<file path="config.mk">
export PLATFORM = sky130hd
export DESIGN_NAME = johnson_counter_gen
export DESIGN_NICKNAME = d
export VERILOG_FILES = /design/src/rtl/johnson_counter_gen.sv
export SDC_FILE = /design/constraint.sdc
export NUM_CORES = 1
export LEC_CHECK = 0
export ABC_AREA = 1
export BUFFER_PORTS_ARGS = -buffer_cell sky130_fd_sc_hd__buf_2
export CAP_MARGIN = 5
export CORE_MARGIN = 5
export CORE_UTILIZATION = 30
export CTS_BUF_LIST = sky130_fd_sc_hd__clkbuf_4
export CTS_CLUSTER_DIAMETER = 120
export DETAILED_ROUTE_END_ITERATION = 10
export PLACE_DENSITY = 0.64
export SLEW_MARGIN = 0
export SYNTH_ARGS = -nofsm -noshare
export SYNTH_HDL_FRONTEND = slang
export SYNTH_SLANG_ARGS = --single-unit
</file>
<file path="constraint.sdc">
create_clock -name clk -period 1.2 [get_ports clk]
set_clock_uncertainty 0.15 [all_clocks]
set_input_delay 0.12 -clock clk [delete_from_list [all_inputs] [get_ports clk]]
set_output_delay 0.12 -clock clk [all_outputs]
set_load 0.01 [all_outputs]
</file>
<file path="src/rtl/johnson_counter_gen.sv">
// Parametrised Johnson (twisted-ring) counter with up/down stepping, parallel load,
// illegal-code self-correction, phase decode and terminal-count strobe.
module johnson_counter_gen #(
    parameter int WIDTH = 4,
    parameter int PW    = $clog2(2*WIDTH)
) (
    input  logic               clk,
    input  logic               reset,
    input  logic               en,
    input  logic               dir,
    input  logic               load,
    input  logic [WIDTH-1:0]   load_val,
    input  logic               clr_err,
    output logic [WIDTH-1:0]   q,
    output logic [PW-1:0]      phase,
    output logic [2*WIDTH-1:0] phase_oh,
    output logic               tc,
    output logic               err
);

    logic             legal;
    logic [WIDTH-1:0] q_step;

    // Legal pattern for phase p: p ones from the MSB (p <= WIDTH),
    // otherwise (p - WIDTH) zeros from the MSB with ones below.
    function automatic logic [WIDTH-1:0] code_of(input int unsigned p);
        logic [WIDTH-1:0] c;
        c = '0;
        for (int unsigned i = 0; i < WIDTH; i++) begin
            if (p <= WIDTH) c[WIDTH-1-i] = (i < p);
            else            c[WIDTH-1-i] = (i >= p - WIDTH);
        end
        return c;
    endfunction

    always_comb begin
        phase    = '0;
        phase_oh = '0;
        legal    = 1'b0;
        for (int unsigned p = 0; p < 2*WIDTH; p++) begin
            if (q == code_of(p)) begin
                phase       = PW'(p);
                phase_oh[p] = 1'b1;
                legal       = 1'b1;
            end
        end
    end

    always_comb begin
        if (dir) q_step = {q[WIDTH-2:0], ~q[WIDTH-1]};
        else     q_step = {~q[0], q[WIDTH-1:1]};
    end

    assign tc = en & ~load & ~reset & legal &
                (dir ? phase_oh[0] : phase_oh[2*WIDTH-1]);

    always_ff @(posedge clk) begin
        if (reset) begin
            q   <= '0;
            err <= 1'b0;
        end else begin
            if (load)       q <= load_val;
            else if (!legal) q <= '0;
            else if (en)    q <= q_step;

            // A load pre-empts correction, so err only sets when no load is present.
            if (!load && !legal) err <= 1'b1;
            else if (clr_err)    err <= 1'b0;
        end
    end

endmodule

</file>
**Word level (Yosys, flattened, before mapping)**

Index checks and enable logic that the tools add are counted.

- Bits in registers: 5
- Bits of input ports: 10
- Output and inout port bits: 17
- Logic and storage cells: 52

- Eq/ne operators: 8
- Multiplexer cells: 29
- Bitwise operators: 8
- Reductions and logical operators: 5

Operators by type and width:

| kind | count |
|---|---|
| 1-bit 2-to-1 mux | 19 |
| 3-bit 2-to-1 mux | 6 |
| 4-bit == test (second input constant) | 4 |
| 4-bit 2-to-1 mux | 4 |
| 1-bit bitwise AND | 4 |
| 4-bit by 1-bit == test with 1-bit output (second input constant) | 1 |
| 4-bit by 2-bit == test with 1-bit output (second input constant) | 1 |
| 4-bit by 3-bit == test with 1-bit output (second input constant) | 1 |
| 4-bit zero test | 1 |
| 1-bit NOT | 4 |
| 3-bit inequality test (second input constant) | 1 |
| 1-bit zero test | 2 |
| 2-bit nonzero test | 1 |
| 1-bit logical AND | 1 |

**Depth between registers and ports, before layout**

- Depth after elaboration: 12
- Mapped depth: 10
- Mapped depth without buffers: 10

**Worst setup path before layout**

No wires, ideal clock.

- Kind: register to register
- Start: register q[1]
- End: register q[0]
- Library setup time: 0.111 ns
- Data arrival time: 1.099 ns
- Data required time: 0.939 ns
- Slack: -0.160 ns
- Cell stages (with the launch flop): 10
- Period minus slack after synthesis: 1.360 ns
- Cells stage by stage: dfxtp_1 -> inv_2 -> nand2_1 -> nor2_2 -> nor2_4 -> nand2_4 -> nand2_1 -> nand2_1 -> nor2_1 -> nor2_1

- Word-level cells in the longest chain between the ends: 11

Ends and longest elaborated chain:

| what | line | RTL |
|---|---|---|
| start: declaration | 14 | `output logic [WIDTH-1:0] q,` |
| start signal: assignment | 62 | `if (load) q <= load_val;` |
| start signal: assignment | 64 | `else if (en) q <= q_step;` |
| 4-bit zero test | 41 | `if (q == code_of(p)) begin` |
| 1-bit 2-to-1 mux (8 in a row) | 41 |  |
| 4-bit 2-to-1 mux | 63 | `else if (!legal) q <= '0;` |
| 4-bit 2-to-1 mux | 62 |  |

Parallel ways exist; a longest one is shown, timed or not. The select of a mux whose other input is x is not followed.
A chain may end at the register's enable or synchronous reset.

**Worst setup path in the final report**

- Start: register q[0]
- End: output phase[0]

- Word-level cells in the longest chain between the ends: 8

Ends and longest elaborated chain:

| what | line | RTL |
|---|---|---|
| 4-bit == test | 41 |  |
| 1-bit 2-to-1 mux | 41 |  |
| 3-bit 2-to-1 mux (5 in a row) | 41 |  |
| 3-bit 2-to-1 mux (*) | 41 |  |
| end: declaration | 15 | `output logic [PW-1:0] phase,` |

Every way passes the cells marked *; elsewhere a longest branch is shown, timed or not.

==> impl_metrics.toml <==
[layout]
fillers = 139
final_cell_mix = "buf_2, nand2_1, nor2_1, buf_4, buf_6"
syn2layout_area_growth_pct = 98.5
layout_commonest_cell = "buf_2"
drive_above_1_share_pct = 61.1
nets = 155
antennaDiodeCount = 0
fin_util_pct = 61.1
fin_cells = 161

[worst_setup_path]
worstPathMaxFanout = 5
cp-start-kind = "flip-flop"
cp_cell_sequence = "inv_6 -> nand2_4 -> buf_6 -> nor2_4 -> nor2_1 -> nand3_1 -> buf_2"
rr_startpoint = "q[0]"
critPathTopFamily = "flip-flops"
critPathMaxStageDelay_ns = 0.36
worstSetupPathType = "reg -> out"
cp_slowest_cell = "dfxtp_4"
reg2reg_to = "q[2]"
crit_path_end_kind = "output pin"
required_ns = 0.93
crit_buf_inv = 3
reg2reg_slack_ns = -0.25
r2r_cells = 10
arrival_ns = 1.21

[synth]
yosys_register_bits = 5
netlist_area_sq_um = 514
yosysTopAreaCell = "dfxtp_1"
synth_area_leaders = "dfxtp_1, nand2_1, nor2_1"
syn_nets = 102
syn_inst = 92
yosysWarnings = 0
syn-mean-instance-area_sq_um = 5.59
yosysTopAreaCellShare_pct = 19.5
netlist-cell-type-count = 18
yosysSeqAreaShare_pct = 19.5

[power_and_ir_drop]
powerDensity_mw_per_mm2 = 1070
total_power_uw = 1090
power.leakage_uw = 0.000553
irDropWorstVdd_uv = 647

[place]
hpwl_mm = 1.40
post-place-cells = 150
gp_congestion = 0.892
io_buffers = 26

[floorplan]
io_pins = 27
core_area_sq_mm = 0.00167
fp.dieH_microns = 51.4
fp.dieW_microns = 51.4
die_area_sq_mm = 0.00264
start_util_pct = 30.8
num_rows = 15

[timing]
hold_violations = 0
tns_ns = -3.28
rsz0062_at_grt = "yes"
fmax_mhz = 675
setup_viol = 18
finalMaxSlewViolations = 0
timing.final.crit_share_pct = 123
slew_headroom_pct = 81.5
setup_slack_ns = -0.282
fin_crit_ns = 1.48
tightest_slew_ns = 0.275

[route]
viasPerCell = 4.69
drt-total-wl_mm = 1.94
dr.first_iter.drc_count = 11
wl_per_cell_microns = 12.1
via_count = 755
drtPass1Iterations = 4
ant_nets = 0
drc = 0

[clock_tree]
cts_max_level = 1
clk_latency_ns = 0.25
clk_pin_slew_ns = 0.05
cts_tree = "done"
cts.sinks = 5
clock_path_buffers = 2
cts_root_buf = "clkbuf_4"
cts_buffers = 3

[run_status]
failed_checks = "setup timing"
outcome = "finished with violations"

[global_route]
grt_first_pass_wirelength_mm = 3.02
overflow = 0
grtUsageTotal_pct = 15.0
antenna_found_initial = 0
grt_max_degree = 11
grt_pass1_vias = 700

[min_path]
min_from = "load_val[3]"
hold-path-endpoint = "q[3]"
holdPathStages = 5
hold_path.class = "in -> reg"

[job]
maxCapViolCount = 0
[cell families (layout without fill, tap and decap cells)]
group | count (synthesis) | in the layout | share of synthesized area [%]
AOI/OAI and AO/OA | 8 | 8 | 8.76
buffers and inverters | 13 | 65 | 11.7
DFF | 5 | 5 | 19.5
and+or+nand+nor | 66 | 66 | 60.1
[final cells by class]
type	instances	area (sq um)	area share (%)
multi-input combinational	74	438	42.9
tap	17	21.3	2.08
timing repair buffer	50	363	35.5
sequential	5	115	11.3
inverter	11	53.8	5.27
clock buffer	4	30.0	2.94
[worst max-delay path by stage]
stage	cells past startpoint	slack (ns)	to	from
3_3_place_gp	9	-0.11	q[1]	q[1]
6_report	7	-0.28	phase[0]	q[0]
5_1_grt	7	-0.36	phase[0]	q[0]
3_5_place_dp	9	-0.16	q[2]	q[2]
2_1_floorplan	9	-0.08	q[0]	q[3]
4_1_cts	5	-0.26	tc	q[2]
[per-layer routing]
metal  part of all wire (%)  vias to the layer above  GRT usage (%)
met3                    5.8                        4           1.75
li1                       -                      390              -
met4                    2.1                        0           5.68
met2                     53                       26           28.6
met1                     39                      335           16.5
met5                      0                        -              0
[worst register-to-register path: stages (launching register included)]
cell,delay (ns)
dfxtp_4,0.38
inv_6,0.05
nand2_1,0.10
nor2_4,0.05
buf_4,0.14
nor2_4,0.11
nand2_4,0.09
nand2_1,0.08
nand2_1,0.05
nor2_1,0.10
nor2_1,0.04
[where the power goes]
part / internal [uW] / switching [uW]
clock network: 149 / 86.5
registers: 191 / 45.5
logic: 301 / 321
[timing repair]
| action | in CTS | in global routing |
|---|---|---|
| setup buffers | 5 | 1 |
| resized for setup | 30 | 13 |
| endpoints found under the setup margin | 17 | 18 |
| pin swaps | 7 | 3 |
| hold endpoints to repair | 1 | 0 |
| hold buffers | 1 | 0 |
[state kept, by name (all words and copies together) (netlist names)]
signal,cells
err,1
q,4
[cells in the mapped netlist (all sizes together)]
master,n
dfxtp,5
nand4,2
nor2,28
o21ai,5
a21oi,1
nand3,4
a211oi,2
nand2,31
inv,11
buf,2
nand3b,1
[through the flow]
step	cell area [sq um]	worst slack (ns)	hold slack (ns)
floorplan	527	-0.0832	0.0810
global placement	787	-0.113	0.162
detailed placement	787	-0.156	0.181
CTS	970	-0.261	0.0272
global route	1020	-0.363	0.0393
finish	1020	-0.282	0.0238
No activity file was read; power rests on OpenSTA's default activity.
